`src/rtl/request_register.sv`:
```
// request_register: pending-request store for the elevator controller.
// Edge-detects hall up/down and cabin floor buttons, holds one pending bit per
// button until the cabin serves that floor, and derives a request count and a
// request-at-current-floor flag from the stored vectors.
// Optional feature: define REQ_BTN_SYNC_EN to pass every button input through
// a two-flop synchronizer before edge detection (press latency becomes three
// cycles). Without it, buttons must already be synchronous to clk.
module request_register #(
   parameter int MAX_FLOOR = 8
) (
   input  logic       clk,
   input  logic       rst_n,
   input  logic [7:0] upButton,
   input  logic [7:0] downButton,
   input  logic [7:0] floorButton,
   input  logic [2:0] floor,
   input  logic       arrive,
   input  logic       serveUp,
   input  logic       serveDown,
   output logic [7:0] upRequest,
   output logic [7:0] downRequest,
   output logic [7:0] floorRequest,
   output logic       anyRequest,
   output logic       hereRequest,
   output logic [4:0] pendingCount
);

   // Bits that may ever be set: floors below MAX_FLOOR, no up call at the top
   // floor, no down call at the bottom floor.
   localparam logic [7:0] VALID_MASK = 8'((9'd1 << MAX_FLOOR) - 9'd1);
   localparam logic [7:0] UP_MASK    = VALID_MASK & ~(8'd1 << (MAX_FLOOR - 1));
   localparam logic [7:0] DOWN_MASK  = VALID_MASK & 8'hFE;
   localparam logic [3:0] FLOOR_LIM  = 4'(MAX_FLOOR);

   logic [7:0] up_btn, down_btn, floor_btn;
   logic [7:0] up_prev_q, down_prev_q, floor_prev_q;
   logic [7:0] up_q, down_q, floor_q;
   logic [7:0] up_d, down_d, floor_d;
   logic [7:0] clr_vec;
   logic [4:0] count_v;

`ifdef REQ_BTN_SYNC_EN
   logic [23:0] sync1_q, sync2_q;

   // Two-flop synchronizer on all 24 raw button inputs.
   always_ff @(posedge clk or negedge rst_n) begin
      if (!rst_n) begin
         sync1_q <= '0;
         sync2_q <= '0;
      end else begin
         sync1_q <= {upButton, downButton, floorButton};
         sync2_q <= sync1_q;
      end
   end

   assign {up_btn, down_btn, floor_btn} = sync2_q;
`else
   assign up_btn    = upButton;
   assign down_btn  = downButton;
   assign floor_btn = floorButton;
`endif

   // Clear vector: one-hot on the arrival floor, empty for out-of-range floors.
   always_comb begin
      // NOTE: every signal driven here gets a default first, so no path leaves
      // it unassigned and no latch is inferred.
      clr_vec = '0;
      if (arrive && ({1'b0, floor} < FLOOR_LIM)) begin
         clr_vec[floor] = 1'b1;
      end
   end

   // Next-state request vectors: rising-edge presses set, arrivals clear, and
   // clear is applied last so it wins a same-cycle collision.
   always_comb begin
      up_d    = (up_q    | (up_btn    & ~up_prev_q    & UP_MASK))
                & ~(serveUp   ? clr_vec : 8'h00);
      down_d  = (down_q  | (down_btn  & ~down_prev_q  & DOWN_MASK))
                & ~(serveDown ? clr_vec : 8'h00);
      floor_d = (floor_q | (floor_btn & ~floor_prev_q & VALID_MASK))
                & ~clr_vec;
   end

   // State registers: previous button values and pending request vectors.
   always_ff @(posedge clk or negedge rst_n) begin
      if (!rst_n) begin
         up_prev_q    <= '0;
         down_prev_q  <= '0;
         floor_prev_q <= '0;
         up_q         <= '0;
         down_q       <= '0;
         floor_q      <= '0;
      end else begin
         // NOTE: non-blocking assignments keep every register sampling the
         // pre-edge values, so prev and request update from the same snapshot.
         up_prev_q    <= up_btn;
         down_prev_q  <= down_btn;
         floor_prev_q <= floor_btn;
         up_q         <= up_d;
         down_q       <= down_d;
         floor_q      <= floor_d;
      end
   end

   // Popcount over all 24 stored request bits.
   always_comb begin
      count_v = '0;
      for (int i = 0; i < 8; i++) begin
         count_v = count_v + {4'b0, up_q[i]} + {4'b0, down_q[i]}
                           + {4'b0, floor_q[i]};
      end
   end

   assign upRequest    = up_q;
   assign downRequest  = down_q;
   assign floorRequest = floor_q;
   assign anyRequest   = |{up_q, down_q, floor_q};
   assign hereRequest  = floor_q[floor] | up_q[floor] | down_q[floor];
   assign pendingCount = count_v;

endmodule

```
`config.mk`:
```
export PLATFORM = sky130hd
export DESIGN_NAME = request_register
export DESIGN_NICKNAME = d
export VERILOG_FILES = /design/src/rtl/request_register.sv
export SDC_FILE = /design/constraint.sdc
export NUM_CORES = 1
export LEC_CHECK = 0
export CAP_MARGIN = 20
export CORE_MARGIN = 2
export CORE_UTILIZATION = 30
export DETAILED_ROUTE_END_ITERATION = 12
export PLACE_DENSITY = 0.61
export SLEW_MARGIN = 20
export SYNTH_ARGS = -nofsm -noshare
export SYNTH_HDL_FRONTEND = slang
export SYNTH_SLANG_ARGS = --single-unit
```
`constraint.sdc`:
```
create_clock -name clk -period 5.33 [get_ports clk]
set_input_delay 1.066 -clock clk [delete_from_list [all_inputs] [get_ports clk]]
set_output_delay 1.066 -clock clk [all_outputs]
set_load 0.005 [all_outputs]
```
== Word level (Yosys, flattened, before mapping) ==
Cells that the tools add are included.
Word-level totals
  register bits: 47
  input bits: 32
  logic and storage cells: 61
Operators by class
  $add $sub $neg: 23
  $lt $le $gt $ge: 2
  multiplexer cells: 11
  bitwise operators: 17
  reductions and logical operators: 2
Operators with widths (count)
  5-bit by 1-bit adder with 5-bit output: 19
  8-bit bitwise AND: 5
  8-bit NOT: 5
  8-bit 2-to-1 mux: 3
  24-bit OR reduction: 1
  8-bit bitwise OR: 2
  1-bit binary-select mux with 3-bit select: 3
  8-bit by 7-bit bitwise OR with 8-bit output: 1
  7-bit bitwise AND: 1
  7-bit NOT: 1
  4-bit by 1-bit adder with 5-bit output: 1
  3-bit by 1-bit adder with 4-bit output: 1
  3-bit by 4-bit < comparator with 1-bit output, second input constant: 1
  1-bit 2-to-1 mux: 4
  2-bit by 1-bit adder with 3-bit output: 1
  1-bit demux with 3-bit select: 1
  3-bit by 1-bit >= comparator with 1-bit output, second input constant: 1
  1-bit by 1-bit adder with 2-bit output: 1
  1-bit bitwise OR: 2
  1-bit logical AND: 1

== Logic depth before layout (Yosys ltp) ==
  depth after elaboration: 23
  gate-level depth with buffers: 13
  depth with buffers taken out: 13

== Worst setup path after synthesis ==
No wires, ideal clock.
  kind: reg-to-output
  start point: register up_q[0], in the netlist upRequest[0]
  end point: output pendingCount[4]
  data arrival time: 3847 ps
  required time: 4264 ps
  setup slack: 417 ps
  stages on the path, launching flop included: 12
  cells stage by stage: dfrtp_1 -> inv_1 -> fa_1 -> fa_1 -> fa_1 -> fa_1 -> fa_1 -> inv_1 -> ha_1 -> fa_1 -> a21o_1 -> a21o_1
On the way
  cells in the longest elaborated chain, start to end: 23
RTL lines
  start: declaration: RTL line 37  | logic [7:0] up_q, down_q, floor_q;
  start signal: assignment: RTL line 99  | up_q <= up_d;
  1-bit by 1-bit adder with 2-bit output: RTL line 109  | count_v = count_v + {4'b0, up_q[i]} + {4'b0, down_q[i]}
  2-bit by 1-bit adder with 3-bit output: RTL line 110  | + {4'b0, floor_q[i]};
  3-bit by 1-bit adder with 4-bit output: RTL line 109
  4-bit by 1-bit adder with 5-bit output: RTL line 109
  5-bit by 1-bit adder with 5-bit output: RTL line 110
  5-bit by 1-bit adder with 5-bit output (2 in series): RTL line 109
  5-bit by 1-bit adder with 5-bit output: RTL line 110
  5-bit by 1-bit adder with 5-bit output (2 in series): RTL line 109
  5-bit by 1-bit adder with 5-bit output: RTL line 110
  5-bit by 1-bit adder with 5-bit output (2 in series): RTL line 109
  5-bit by 1-bit adder with 5-bit output: RTL line 110
  5-bit by 1-bit adder with 5-bit output (2 in series): RTL line 109
  5-bit by 1-bit adder with 5-bit output: RTL line 110
  5-bit by 1-bit adder with 5-bit output (2 in series): RTL line 109
  5-bit by 1-bit adder with 5-bit output: RTL line 110
  5-bit by 1-bit adder with 5-bit output (2 in series): RTL line 109
  5-bit by 1-bit adder with 5-bit output: RTL line 110
  end: declaration: RTL line 25  | output logic [4:0] pendingCount
Every way passes these cells.

== Worst setup path in the final report ==
Same ends and word-level chain as after synthesis.

==> metrics.md <==
| Metric | Value |
|---|---|
| Vias in the first global route | around 1800 |
| Slowest-stage cell, CP | fa_2 |
| Max-slew headroom | 62.45% |
| Die Width | 92.53 um |
| DR pass1 iterations | 4 |
| Status | complete, no violations |
| Slew Viols, Final | 0 |
| Crit-path max FO | 2 |
| Synth Area in Compound Gates | 13.09% |
| Post-Synthesis Cells | 223 |
| DR DRC count | 0 |
| Min-delay src | floor_prev_q[4]$_DFF_PN0_ |
| Wire per inst | approximately 13 um |
| Routed Antenna Nets | 0 |
| Worst-Margin Slew | around 0.56 ns |
| Number of port buffers | 60 |
| Critical R2R Launch | upRequest[5]$_DFF_PN0_ |
| FF-to-FF setup slack | about 4.4 ns |
| Pwr/cell area | 475.7 mW/mm2 |
| Vias per Instance | ~4.3 |
| Initial DRC count | 49 |
| Simple-gate share of the synthesized area | 8.356% |
| Reg clk slew, reported paths | 0.09 ns |
| Row count | 32 |
| Die area | 0.008561 mm2 |
| Unique cell type count in the Yosys netlist | 32 |
| Final Wtd Congestion | 0.8737 |
| Post-synth net total | 279 |
| WP data arrival | 4.26 ns |
| Crit-path cells | inv_2, fa_1, fa_2, fa_1, fa_1, fa_1, inv_1, ha_4, fa_2, a21o_1, a21o_1, clkbuf_2 |
| Worst-Skew Late Latency | 0.30 ns |
| Area after DPL | around 0.0032 mm2 |
| Top cell by count, worst path | fa_1 |
| Max-cap viol count | 0 |
| Die height | 92.53 um |
| First-pass GRT wire length | 9239 um |
| WHS Endpoint | floorRequest[4]$_DFF_PN0_ |
| Share of cells above drive strength 1 | 14.75% |
| Cell area after synthesis | 0.002351 mm2 |
| Synth Area in Adders | 18.20% |
| Ys Warns | 0 |
| Main area contributors after synthesis | dfrtp_1 (49%), fa_1 (14%), inv_1 (8.8%), a21oi_1 (8.7%), ha_1 (3.7%) |
| LEAKAGE | 1.553 nW |
| Initial antenna violation count | 0 |
| Max IR drop VDD | 253.0 uV |
| Worst hold stages | 2 |
| Min Tclk post-route | between 5 and 6 ns |
| I/O pin total | between 60 and 70 |
| Area Overhead vs Synth | 40.18% |
| Mux share of post-synthesis cell area | 0.4258% |
| CP Capture Type | output pin |
| RR Endpoint | upRequest[5]$_DFF_PN0_ |
| Sequential element share of the synthesized area | between 40% and 50% |
| Largest family of logic cells by synthesized area | adder cells |
| Post-Route WL | around 5500 um |
| Endpoints failing hold | 0 |
| Post-synth top flop | dfrtp_1 |
| Max incr delay on CP | 0.56 ns |
| Via Count | 1770 |
| CP startpoint kind | flop |
| Layout Utilization | approximately 43% |
| Setup TNS | 0 ns |
| Design Area, Final | 0.003296 mm2 |
| Hold-fix buffers, CTS | 0 |
| NumNets Final | 360 |
| RSZ-0062 raised after global routing | yes |
| Worst Path Required | 4.26 ns |
| FFs w/ async S/R, synth | 100.0% |
| Pin count of the biggest net entering global routing | 47 |
| Clk sink count | 46 |
| Initial core utilization | 30.74% |
| TritonCTS clock tree | built |
| Synth area leader | dfrtp_1 |
| Post-synth top area share | 48.96% |
| Kind of critical path | reg2out |
| # setup viols final | 0 |
| Clk buf depth | 2 |
| N_diodes | 0 |
| #FFs+latches synth | 46 |
| H-tree depth | 2 |
| Final worst setup slack | about 0.0021 ns |
| CTS buffer count | 5 |
| Pre-CTS setup slack | -0.1168 ns |
| Worst hold path class | reg2reg |
| Reg2Reg Depth | 4 |
| CTS root buf | clkbuf_8 |
| Achievable frequency | 187.7 MHz |
| DP HPWL | 4428 um |
| Tcrit/Tclk final | 99.96% |
| GR Overflow Total | 0 |
| Number of synthesized flops with an enable pin | 0 |
| Total GRT Usage | 14.06% |
| Clock Skew | 0.0007950 ns |
| Final hold slack | 0.5012 ns |
| Avg Cell Area, Syn | roughly 11 um2 |
| XOR/XNOR Fraction of Synth Area | less than 1% |
| Core ar. | between 0.007 and 0.008 mm2 |
## routing by layer
layer,up-vias,track usage (%),wire (um)
met1,852,20.22,2620
met3,6,3.499,269
met2,44,21.59,2533
li1,868,-,-
met5,-,0,0
met4,0,2.985,51
## area by class of cell
class	count	area, um2
inverter	55	206.4
clock inverter	1	8.758
timing repair buffer	79	724.4
sequential	46	1151
clock buffer	7	96.34
tap	102	127.6
multi-input combinational	117	980.9
fill	740	4352
## worst max path at each step
stage,start,end,slack (ns),cells after the start
6_report,upRequest[0]$_DFF_PN0_,pendingCount[4],0.002,12
4_1_cts,downRequest[3]$_DFF_PN0_,pendingCount[4],-0.15,12
3_3_place_gp,upRequest[0]$_DFF_PN0_,pendingCount[4],-0.09,12
2_1_floorplan,upRequest[0]$_DFF_PN0_,pendingCount[4],0.42,11
5_1_grt,upRequest[0]$_DFF_PN0_,pendingCount[4],-0.14,12
3_5_place_dp,upRequest[0]$_DFF_PN0_,pendingCount[4],-0.12,12
## metrics by stage
step           std cells  power (W)
2_1_floorplan        223  0.0009054
3_3_place_gp         396   0.001365
3_5_place_dp         396   0.001370
4_1_cts              404   0.001559
5_1_grt              407   0.001748
6_report             407   0.001568
## cells in the final DEF (no fill, tap or decap), drive strengths merged
cell | synthesis | layout
a41oi | 1 | 1
clkinv | 0 | 1
a21o | 3 | 3
xnor2 | 1 | 1
nor4 | 3 | 3
a21oi | 41 | 41
fa | 17 | 17
clkdlybuf4s50 | 0 | 55
or2b | 2 | 2
inv | 55 | 55
nand2b | 6 | 6
o221ai | 1 | 1
nor3 | 4 | 4
xor2 | 1 | 1
a221oi | 1 | 1
or3 | 1 | 1
nor4b | 1 | 1
nor3b | 1 | 1
mux2i | 1 | 1
nand2 | 4 | 4
buf | 4 | 22
dfrtp | 46 | 46
a311oi | 1 | 1
nor2 | 13 | 13
nand3 | 1 | 1
a211oi | 1 | 1
ha | 7 | 7
o31ai | 1 | 1
o21ai | 2 | 2
a31o | 1 | 1
and4 | 1 | 1
clkbuf | 1 | 9
## sequential cells by signal, indices dropped and copies added (netlist names)
signal and flops:
downRequest 8, floor_prev_q 8, upRequest 8, down_prev_q 7
floorRequest 8, up_prev_q 7
## logic make-up (layout without fill, tap and decap cells)
group / Yosys count / in the layout
AOI/OAI and AO/OA: 53 / 53
xor gates and xnor gates: 2 / 2
DFF: 46 / 46
adders and majority gates: 24 / 24
muxes: 1 / 1
buffers and inverters: 60 / 142
and+or+nand+nor: 37 / 37
## Yosys cell counts, drive strengths merged, types with 2 or more instances
| cell | count |
|---|---|
| a21o | 3 |
| a21oi | 41 |
| buf | 4 |
| dfrtp | 46 |
| fa | 17 |
| ha | 7 |
| inv | 55 |
| nand2 | 4 |
| nand2b | 6 |
| nor2 | 13 |
| nor3 | 4 |
| nor4 | 3 |
| o21ai | 2 |
| or2b | 2 |
## power breakdown
part | total, W | switching, W | internal (W)
sequential | 0.000392 | 0.0000180 | 0.000374
combinational | 0.000941 | 0.000419 | 0.000521
clock | 0.000235 | 0.000116 | 0.000119
## what timing repair did
| item | CTS | global route |
|---|---|---|
| setup buffers | 0 | 3 |
| setup endpoints to repair | 4 | 4 |
| resized for setup | 14 | 12 |
| pin swaps | 9 | 14 |
## critical path: cells and delay by family, from the launching register on
| family | cells | cell delay, ns |
|---|---|---|
| fa+ha+maj | 7 | 2.95 |
| buf+inv | 3 | 0.26 |
| flops | 1 | 0.42 |
| compound gates | 2 | 0.33 |
No activity file was read; power rests on OpenSTA's default activity.
